$ cat src/rtl/led_burst_ctrl.sv
// LED burst sequencer: on start, blinks the LED num_blinks times with
// millisecond-programmable on/off phases, then pulses done for one cycle.
module led_burst_ctrl #(
   parameter int unsigned TICK_DIV = 100000,
   parameter int unsigned MS_W     = 10,
   parameter int unsigned N_W      = 4
) (
   input  logic            clk,
   input  logic            rst_n,
   input  logic            start,
   input  logic            abort,
   input  logic [N_W-1:0]  num_blinks,
   input  logic [MS_W-1:0] on_ms,
   input  logic [MS_W-1:0] off_ms,
   output logic            busy,
   output logic            done,
   output logic            LED
);

   localparam int unsigned PW = (TICK_DIV > 1) ? $clog2(TICK_DIV) : 1;

   typedef enum logic [1:0] {
      S_IDLE,
      S_ON,
      S_OFF,
      S_DONE
   } state_e;

   state_e          state_q, state_d;
   logic [PW-1:0]   presc_q, presc_d;
   logic [MS_W-1:0] ms_q, ms_d;
   logic [MS_W-1:0] on_q, on_d;
   logic [MS_W-1:0] off_q, off_d;
   logic [N_W-1:0]  rem_q, rem_d;
   logic            led_q, led_d;
   logic            busy_q, busy_d;
   logic            done_q, done_d;

   logic            tick_c;
   logic [MS_W-1:0] on_last_c;
   logic [MS_W-1:0] off_last_c;

   assign tick_c     = (state_q != S_IDLE) && (presc_q == PW'(TICK_DIV - 1));
   // A zero duration behaves as one millisecond.
   assign on_last_c  = (on_q  == '0) ? '0 : on_q  - MS_W'(1);
   assign off_last_c = (off_q == '0) ? '0 : off_q - MS_W'(1);

   always_ff @(posedge clk or negedge rst_n) begin
      if (!rst_n) begin
         state_q <= S_IDLE;
         presc_q <= '0;
         ms_q    <= '0;
         on_q    <= '0;
         off_q   <= '0;
         rem_q   <= '0;
         led_q   <= 1'b0;
         busy_q  <= 1'b0;
         done_q  <= 1'b0;
      end else begin
         state_q <= state_d;
         presc_q <= presc_d;
         ms_q    <= ms_d;
         on_q    <= on_d;
         off_q   <= off_d;
         rem_q   <= rem_d;
         led_q   <= led_d;
         busy_q  <= busy_d;
         done_q  <= done_d;
      end
   end

   always_comb begin
      state_d = state_q;
      presc_d = presc_q;
      ms_d    = ms_q;
      on_d    = on_q;
      off_d   = off_q;
      rem_d   = rem_q;

      // Prescaler idles at zero so every burst starts from a clean tick phase.
      if (state_q == S_IDLE) begin
         presc_d = '0;
      end else begin
         presc_d = tick_c ? '0 : presc_q + PW'(1);
      end

      case (state_q)
         S_IDLE: begin
            if (start && !abort) begin
               if (num_blinks != '0) begin
                  rem_d   = num_blinks;
                  on_d    = on_ms;
                  off_d   = off_ms;
                  ms_d    = '0;
                  state_d = S_ON;
               end else begin
                  state_d = S_DONE;
               end
            end
         end
         S_ON: begin
            if (tick_c) begin
               if (ms_q == on_last_c) begin
                  ms_d    = '0;
                  state_d = S_OFF;
               end else begin
                  ms_d = ms_q + MS_W'(1);
               end
            end
         end
         S_OFF: begin
            if (tick_c) begin
               if (ms_q == off_last_c) begin
                  ms_d    = '0;
                  rem_d   = rem_q - N_W'(1);
                  state_d = (rem_q == N_W'(1)) ? S_DONE : S_ON;
               end else begin
                  ms_d = ms_q + MS_W'(1);
               end
            end
         end
         S_DONE: begin
            state_d = S_IDLE;
         end
         default: begin
            state_d = S_IDLE;
         end
      endcase

      if (abort && (state_q != S_IDLE)) begin
         state_d = S_IDLE;
      end

      led_d  = (state_d == S_ON);
      busy_d = (state_d != S_IDLE);
      done_d = (state_d == S_DONE);
   end

   assign LED  = led_q;
   assign busy = busy_q;
   assign done = done_q;

endmodule

$ cat config.mk
export PLATFORM = sky130hd
export DESIGN_NAME = led_burst_ctrl
export DESIGN_NICKNAME = d
export VERILOG_FILES = /design/src/rtl/led_burst_ctrl.sv
export SDC_FILE = /design/constraint.sdc
export NUM_CORES = 1
export LEC_CHECK = 0
export CELL_PAD_IN_SITES_DETAIL_PLACEMENT = 0
export CELL_PAD_IN_SITES_GLOBAL_PLACEMENT = 1
export CORE_UTILIZATION = 30
export DETAILED_ROUTE_END_ITERATION = 7
export PLACE_DENSITY_LB_ADDON = 0.1
export SYNTH_ARGS = -nofsm -noshare
export SYNTH_HDL_FRONTEND = slang
export SYNTH_SLANG_ARGS = --single-unit
$ cat constraint.sdc
create_clock -name clk -period 4.61 [get_ports clk]
set_clock_uncertainty 0.15 [all_clocks]
set_input_delay 0.922 -clock clk [delete_from_list [all_inputs] [get_ports clk]]
set_output_delay 0.922 -clock clk [all_outputs]
set_load 0.01 [all_outputs]
; Word-level counts from Yosys, hierarchy flattened
; Index checks and enable logic that the tools add are counted.
[totals]
output_inout_bits = 3
wordCells = 68
inputBits = 28
ff_bits = 56
[op_classes]
eq_ne = 14
muxes = 25
n_reduce_logical = 15
addsub = 5
[ops]
columns = operator, n
row1 = $mux 10, 8
row2 = $mux 17, 2
row3 = $pmux 10 s3, 1
row4 = $eq 10x10->1, 2
row5 = $logic_not 10->1, 2
row6 = $sub 10x1->10 const B, 2
row7 = $add 17x1->17 const B, 1
row8 = $eq 17x17->1 const B, 1
row9 = $mux 2, 8
row10 = $mux 4, 4
row11 = $add 10x1->10 const B, 1
row12 = $reduce_and 5->1, 2
row13 = $pmux 2 s4, 1
row14 = $pmux 4 s2, 1
row15 = $eq 2x2->1 const B, 3
row16 = $ne 2x2->1 const B, 3
row17 = $reduce_bool 2->1, 3
row18 = $eq 2x1->1 const B, 2
row19 = $eq 4x1->1 const B, 1
row20 = $ne 2x1->1 const B, 2
row21 = $reduce_bool 4->1, 1
row22 = $sub 4x1->4 const B, 1
row23 = $logic_and 1x1->1, 3
row24 = $reduce_and 3->1, 1
row25 = 3 further kinds, 3

; Longest topological paths before layout
[logic_depth]
depth_word = 8
mapped_depth = 12
ltp_nobuf = 11

; Worst setup path before layout
; Ideal clock, no wire load.
[synth_path]
path_type = register to register
startpoint = register on_q[0]
endpoint = register done_q, in the netlist done
t_required_ns = 4.341
period_less_slack_ns = 3.415
path_buffers = 0
arrival_ns = 3.146
path_slack_ns = 1.195
setup_time_ns = 0.119
path_stages_with_launch = 12
path_cell_list = dfrtp_1 inv_1 ha_1 or4b_4 or4_1 and3_1 or4_4 nor4_4 nand4_1 a2bb2oi_2 inv_1 and2_1
[synth_between]
elab_chain_cells = 8
word_cells_on_any_way = 9
cone_classes = add/sub: 1 / eq/ne: 2 / mux: 5 / reduce/logical: 1
[synth_lines]
columns = item, line_no
row1 = from (decl), 32  ; logic [MS_W-1:0] on_q, on_d;
row2 = from (signal assigned), 63  ; on_q <= on_d;
row3 = $sub 10x1->10 or $logic_not 10->1 (tied branches), 45  ; assign on_last_c = (on_q == '0) ? '0 : on_q - MS_W'(1);
row4 = $mux 10 *, 45
row5 = $eq 10x10->1 *, 103  ; if (ms_q == on_last_c) begin
row6 = $mux 2 *, 103
row7 = $mux 2 *, 102  ; if (tick_c) begin
row8 = $pmux 2 s4 *, 87  ; case (state_q)
row9 = $mux 2 *, 130  ; if (abort && (state_q != S_IDLE)) begin
row10 = named net state_d[0], 29  ; state_e state_q, state_d;
row11 = $eq 2x2->1 *, 136  ; done_d = (state_d == S_DONE);
row12 = named net done_d, 37  ; logic done_q, done_d;
row13 = to (signal assigned), 68  ; done_q <= done_d;
row14 = to (decl), 37
; The timed path passes the listed nets; every way through them passes the cells marked *.
; A chain may end at the register's enable or synchronous reset.

; Worst setup path after layout
[layout_path]
startpoint = register on_q[0]
endpoint = register ms_q[5]
[layout_between]
elab_chain_cells = 6
word_cells_on_any_way = 7
cone_classes = add/sub: 1 / eq/ne: 1 / mux: 4 / reduce/logical: 1
[layout_lines]
columns = item, line_no
row1 = $sub 10x1->10 or $logic_not 10->1 (tied branches), 45
row2 = $mux 10 *, 45
row3 = $eq 10x10->1 *, 103
row4 = $mux 10 *, 103
row5 = $mux 10 *, 102
row6 = $pmux 10 s3 *, 87
row7 = to (signal assigned), 62  ; ms_q <= ms_d;
row8 = to (decl), 31  ; logic [MS_W-1:0] ms_q, ms_d;
; Every way passes the cells marked *; elsewhere a longest branch is shown, timed or not. The select of a mux whose other input is x is not followed.

==> summary.txt <==
Pwr
  – Clk pwr share: a little under a fifth
  – Int Pwr: 0.00127 W
  – Comb power frac: 42.4%
  – Sequential share of power: 38.9%
  – Sw Share: 41.1%
  – Leak pwr: 1.69 nW
  – VDD IR max: ~0.00021 V
  – Psw: around 0.00089 W
  – Pwr/cell area: slightly above 500 nW/um^2

Place
  – Placed insts: 570
  – DP HPWL: approximately 6700 um
  – I/O Buffers: 30
  – Routability cong.: roughly 0.76

Yosys
  – Synthesized cell area: around 3700 um^2
  – Cell variety after synth: 62
  – Main synth FF type: dfrtp_1
  – Post-synth top cells: dfrtp_1 (56), nand2_1 (37), nor2_1 (35)
  – Post-synth net total: between 400 and 500
  – Yosys warning count: 0
  – Number of synthesized register bits: between 50 and 60
  – Top-count cell post-synth: dfrtp_1
  – Number of flops mapped to enable cells by yosys: 0
  – Gate Count Post-Synth: between 400 and 500
  – Synth area leader: dfrtp_1
  – Post-synth ARST share: 100%
  – Mean Syn Cell Area: 8.96 um^2
  – Share of the synthesized area in the top cell type: 37.9%
  – Synth area leaders: dfrtp_1 (38%), mux2_2 (6.4%), nand2_1 (3.8%)
  – Sequential-to-total area share from yosys stat: between 30% and 40%

Run status
  – Status: finished, final reports clean

STA
  – Hold Vio Cnt, Final: 0
  – Slew Limit Fails: 0
  – Worst Max-Slew Pin Slew: 0.654 ns
  – Endpoints failing setup: 0
  – RSZ-0062 raised after global routing: no
  – Final min period: roughly 3.8 ns
  – Final period util: about four fifths
  – Worst slew margin: a little under three fifths
  – Hold Worst Slack: about 0.39 ns
  – Fmax: approximately 270 MHz
  – Total negative slack: 0 ns

Final layout
  – Number of diodes: 0
  – Final Util: 35.5%
  – Final Non-Filler Cells: about 580
  – Layout cells sized above 1: 11.6%
  – Nets: ~470
  – Area grow syn2layout: 15.1%

GRT
  – Gr ovfl total: 0
  – Vias in the first global route: 2959
  – Initial antenna violation count: 0
  – GRT Util Overall: 15.2%
  – Pin count of the biggest net entering global routing: 32
  – First-pass GRT wire length: roughly 15000 um

Worst setup path
  – CP max stage delay: around 0.52 ns
  – Crit path DAT: between 3 and 4 ns
  – R2R cell count: 10
  – CP endpoint kind: register
  – Max Fanout on Critical Path: 8
  – Worst Path Class, Setup: register to register
  – Worst r2r src: on_q[0]$_DFFE_PN0P_
  – R2r setup slk: roughly 0.86 ns
  – CP max-delay cell: or4_4
  – Reg-to-reg endpoint: ms_q[5]$_DFFE_PN0P_
  – Crit path cell chain: inv_1 > ha_1 > or4b_4 > or4_1 > and3_1 > or4_4 > nor4_4 > a21boi_2 > o21ai_1 > o211ai_1
  – Crit path launch type: register
  – Critical path data required time: approximately 4.6 ns

Hold path
  – Worst Hold Class: register to register
  – Hold path start: presc_q[0]$_DFF_PN0_
  – Worst Hold Path EP: presc_q[0]$_DFF_PN0_
  – Hold path cells: 1

CTS
  – Hold Buf Count CTS: 0
  – Clock slew at reported path FFs: around 0.080 ns
  – Clk_lat worst skew: slightly above 0.3 ns
  – Post CTS Setup Buffer Count: 0
  – Clock Path Buffers: 2
  – H-tree Lvls: 2
  – TritonCTS clock tree: done
  – Num CTS Buffers: 5
  – Clock root buffer master: clkbuf_16
  – Resized Gates After CTS: 0
  – Clock sinks: 56

Floorplan
  – Core footprint: ~12000 um^2
  – Ports: 31
  – Starting density of the core: just over 30%
  – Die ar.: 12800 um^2
  – Die height: 113 um
  – Die width: approximately 110 um
  – # rows: 40

Detailed routing
  – WL final: between 9000 and 10000 um
  – # DRC: 0
  – DR vias/cell: about 5.3
  – Final ANT Viol Nets: 0
  – Drt pass-1 iters: 4
  – Initial DRC count: ~180
  – Vias: 3085
  – Wire per inst: roughly 16 um

Job
  – Maximum capacitance violations: 0
## flip-flops by register name, summed over array words and instances, names as in the netlist
register and cells:
state_q 2, busy 1, presc_q 17, on_q 10, LED 1, rem_q 4
ms_q 10, done 1, off_q 10
## cells by family after synthesis
family,share of synthesized area (%)
simple gates,26.2
compound gates,14.8
flops,37.9
buf+inv,4.90
xor+xnor,5.92
mux,7.20
fa+ha+maj,3.04
## worst max-delay path: cells and delay by family, from the launching register on
kind                     cells  cell delay [ns]
AO/OA/AOI/OAI                3             0.61
flip-flops                   1             0.43
buffers and inverters        1             0.08
AND/OR/NAND/NOR              5             2.13
adder cells (fa/ha/maj)      1             0.23
## placed cells by master (no fill, tap or decap), types with 5 or more instances in the layout
master,n
clkdlybuf4s50_1,29
clkbuf_16,5
dfrtp_1,56
nand4_1,6
and2_1,6
o21ai_0,16
nand3_1,21
inv_1,18
or2_2,5
nand2_1,37
nor4_1,5
nor2_1,35
o221ai_1,6
a21oi_1,19
nor3_1,12
or4_1,7
and3_1,9
o211ai_1,6
nor4b_1,6
ha_1,9
mux2_2,21
xnor2_1,13
xor2_1,12
buf_4,6
## power by group through the flow
stage | registers [W] | logic (W) | clock network, W
finish | 0.000838 | 0.000913 | 0.000405
global route | 0.000868 | 0.00103 | 0.000439
CTS | 0.000834 | 0.000924 | 0.000422
detailed placement | 0.000844 | 0.000918 | 0
global placement | 0.000845 | 0.000920 | 0
floorplan | 0.000752 | 0.000756 | 0
## worst max path at each step
| stage | from | endpoint | depth (start not counted) |
|---|---|---|---|
| 2_1_floorplan | on_q[0]$_DFFE_PN0P_ | done$_DFF_PN0_ | 11 |
| 6_report | on_q[0]$_DFFE_PN0P_ | ms_q[5]$_DFFE_PN0P_ | 10 |
| 5_1_grt | on_q[0]$_DFFE_PN0P_ | ms_q[5]$_DFFE_PN0P_ | 10 |
| 3_5_place_dp | on_q[0]$_DFFE_PN0P_ | ms_q[5]$_DFFE_PN0P_ | 10 |
| 3_3_place_gp | on_q[0]$_DFFE_PN0P_ | ms_q[5]$_DFFE_PN0P_ | 10 |
| 4_1_cts | on_q[0]$_DFFE_PN0P_ | ms_q[5]$_DFFE_PN0P_ | 10 |
## routing by layer
metal	wire length, um	track usage, %
met1	4410	20.3
met2	4310	25.0
met3	230	2.57
met4	102	4.47
met5	0	0
## through the flow
step	instance area, um^2	worst slack, ns	total power [W]
after CTS	4260	0.879	0.00218
after global placement	4110	0.962	0.00176
after detailed placement	4110	0.877	0.00176
after floorplan	3700	1.19	0.00151
final	4260	0.857	0.00216
after global routing	4260	0.677	0.00234
## final cells by class
cell class | instances | area (um^2)
timing repair buffer | 36 | 340
fill | 1236 | 7750
sequential | 56 | 1400
clock inverter | 1 | 7.51
inverter | 18 | 67.6
tap | 147 | 184
multi-input combinational | 313 | 2120
clock buffer | 7 | 143
Note: power is estimated with default switching activity, not from simulation.
==> RTL edit: new RTL, same flow settings <==
`MS_W`: 10 -> 8.
--- a/src/rtl/led_burst_ctrl.sv
+++ b/src/rtl/led_burst_ctrl.sv
@@ -2,7 +2,7 @@
 // millisecond-programmable on/off phases, then pulses done for one cycle.
 module led_burst_ctrl #(
    parameter int unsigned TICK_DIV = 100000,
-   parameter int unsigned MS_W     = 10,
+   parameter int unsigned MS_W     = 8,
    parameter int unsigned N_W      = 4
 ) (
    input  logic            clk,
Ports: changed (resized off_ms and on_ms); port bits go from 31 to 27. The function was not compared with the original's and may differ.
==> RTL edit against the unedited design <==
Via count down 15%. Total power down 6.6%. Highest routed layer unchanged. Design area down 12%. Wire length down 15%. Combinational power up 8.0%. Synthesized cell count down 15%. Sequential cell count down 6. Critical endpoint is now ms_q[0]$_DFFE_PN0P_. Setup slack better by 0.26 ns. Area after synthesis down 11%. Global-route usage down 0.65 points.
==> RTL edit: results (changes against the unedited design) <==
Worst setup path
  – Category of cells accounting for the largest share of critical-path delay: simple AND/OR/NAND/NOR gates
  – Kind of start point of the critical path: register
  – CP Data Arrival Time: 3.54 ns (-0.24 ns)
  – R2R depth: 10 (unchanged)
  – Worst setup slack for register-to-register paths: 1.11 ns (+0.26 ns)
  – CP peak stage delay: 0.47 ns (-0.05 ns)
  – Worst Path Max Fanout: 8 (unchanged)
  – Cell with the largest stage delay on the worst path: dfrtp_1
  – Reg-to-reg startpoint: off_q[0]$_DFFE_PN0P_

Logic synthesis
  – Yosys warning total: 0 (unchanged)
  – Proportion of register bits with asynchronous set or reset after synthesis: 1.00 (unchanged)
  – Part of the Yosys area used for sequential elements: 0.381 (+0.00217)
  – Net count after synthesis: 386 (-14%)
  – Xor and xnor fraction of the mapped netlist area: 0.0868 (+0.0277)
  – Top post-synthesis cells by area: dfrtp_1 38%, mux2_2 5.8%, xnor2_1 4.3%
  – Adder and majority gate portion of the synthesized area: 0.0343 (+0.00385)
  – Syn Area/Cell: 9.31 sq um (+3.9%)
  – Fraction of synthesized area in multiplexers: 0.0644 (-0.00765)
  – Count of distinct cell types in the synthesized netlist: 61 (-1.6%)
  – Most frequent cells after synthesis: 50 x dfrtp_1, 37 x nor2_1, 18 x nand3_1
  – Post-synthesis compound-gate area fraction: 0.143 (-0.00561)

Place
  – Detailed Place HPWL: 5.58 mm (-17%)
  – Placer Congestion: 0.751 (-1.2%)
  – Placed instance count: 501 (-12%)
  – Area after detailed placement: 3660 sq um (-11%)
  – Port Buffers: 26 (-13%)

Pwr
  – LEAKAGE: 1.46 nW (-13%)
  – Worst VDD drop: 0.000377 V (+75%)

Clock network
  – Root buffer cell: clkbuf_8
  – Deepest level of the CTS H-tree: 2 (unchanged)
  – Post-cts repair resize count: 0 (unchanged)
  – Clock slew at reported path FFs: 0.09 ns
  – Deepest clock path buffer count: 2 (unchanged)

STA
  – Max-slew violation total from the final report: 0 (unchanged)
  – Tightest Pin Transition: 0.669 ns (+0.0149 ns)
  – Sum Neg Setup Slack: 0 ns (unchanged)

Cells and area
  – Fillers: 1,117 (-9.6%)
  – Number of nets in the final layout: 405 (-13%)
  – Ratio of cells with drive above 1 in the final layout: 0.115 (-0.000728)
  – Ant diodes: 0 (unchanged)

Detailed routing
  – Final routed wirelength across all metal layers: 7.72 mm (-15%)
  – Initial DRC count: 102 (-43%)
  – Wire length per cell: 15.2 um (-3.1%)
  – Number of vias per cell: 5.15 (-3.5%)
  – Detailed Routing Iterations Pass 1: 4 (unchanged)

GRT
  – Global-route total usage across every layer: 0.145 (-0.00645)
  – Wire length of the first global-routing pass: 13.2 mm (-14%)
  – Largest net degree at the start of global routing: 51 (+59%)
  – Number of global-route vias before repair: 2,642 (-11%)

Worst hold path
  – Path category of the worst min-delay check: register to register
  – Start point of the worst min-delay path: presc_q[0]$_DFF_PN0_
  – Hold path depth: 1 (unchanged)

Run status
  – Outcome: finished clean
RTL edit: report_power, final:
part	total, mW	switching, mW	leakage (nW)	internal [mW]
Clock	0.270	0.149	0.0472	0.121
Combinational	0.986	0.521	0.768	0.466
Sequential	0.758	0.197	0.646	0.561
RTL edit: metrics by stage:
stage / power [mW] / util / setup WS, ns / hold slack (ns)
global route: 2.20 / 0.359 / 0.902 / 0.430
CTS: 2.05 / 0.359 / 1.12 / 0.397
global placement: 1.76 / 0.350 / 1.17 / 0.376
detailed placement: 1.76 / 0.350 / 1.14 / 0.380
floorplan: 1.50 / - / 1.66 / 0.345
finish: 2.01 / 0.359 / 1.11 / 0.393
RTL edit: logic make-up (layout without fill, tap and decap cells):
logic type,after synthesis,after routing
AO/OA/AOI/OAI,65,65
XOR/XNOR,31,31
adder cells (fa/ha/maj),9,9
buffers and inverters,33,53
flip-flops,50,50
multiplexers,19,19
AND/OR/NAND/NOR,146,146
RTL edit: worst paths after layout:
kind / end
setup / recovery: ms_q[0]$_DFFE_PN0P_
hold / removal: presc_q[0]$_DFF_PN0_
setup reg to reg: ms_q[0]$_DFFE_PN0P_
hold reg to reg: presc_q[0]$_DFF_PN0_
max in group asynchronous: presc_q[14]$_DFF_PN0_
min in group asynchronous: on_q[0]$_DFFE_PN0P_
RTL edit: area by class of cell:
cell class | count | share of cell area
clock inverter | 2 | 0.00333
timing repair buffer | 30 | 0.0759
clock buffer | 6 | 0.0220
inverter | 15 | 0.0150
tap | 136 | 0.0453
sequential | 50 | 0.333
multi-input combinational | 270 | 0.505
RTL edit: routing by layer:
metal,vias up,share of wire,track usage
met5,-,0,0
met4,0,0.0079,0.0401
met3,4,0.028,0.0213
met2,33,0.48,0.237
met1,1263,0.49,0.199
li1,1321,-,-
RTL edit: worst register-to-register path, delay by kind of cell, from the launching register on:
kind	cells	cell delay [ns]
flops	1	0.47
buf+inv	1	0.11
fa+ha+maj	1	0.29
mux	2	0.41
compound gates	2	0.66
simple gates	4	1.30
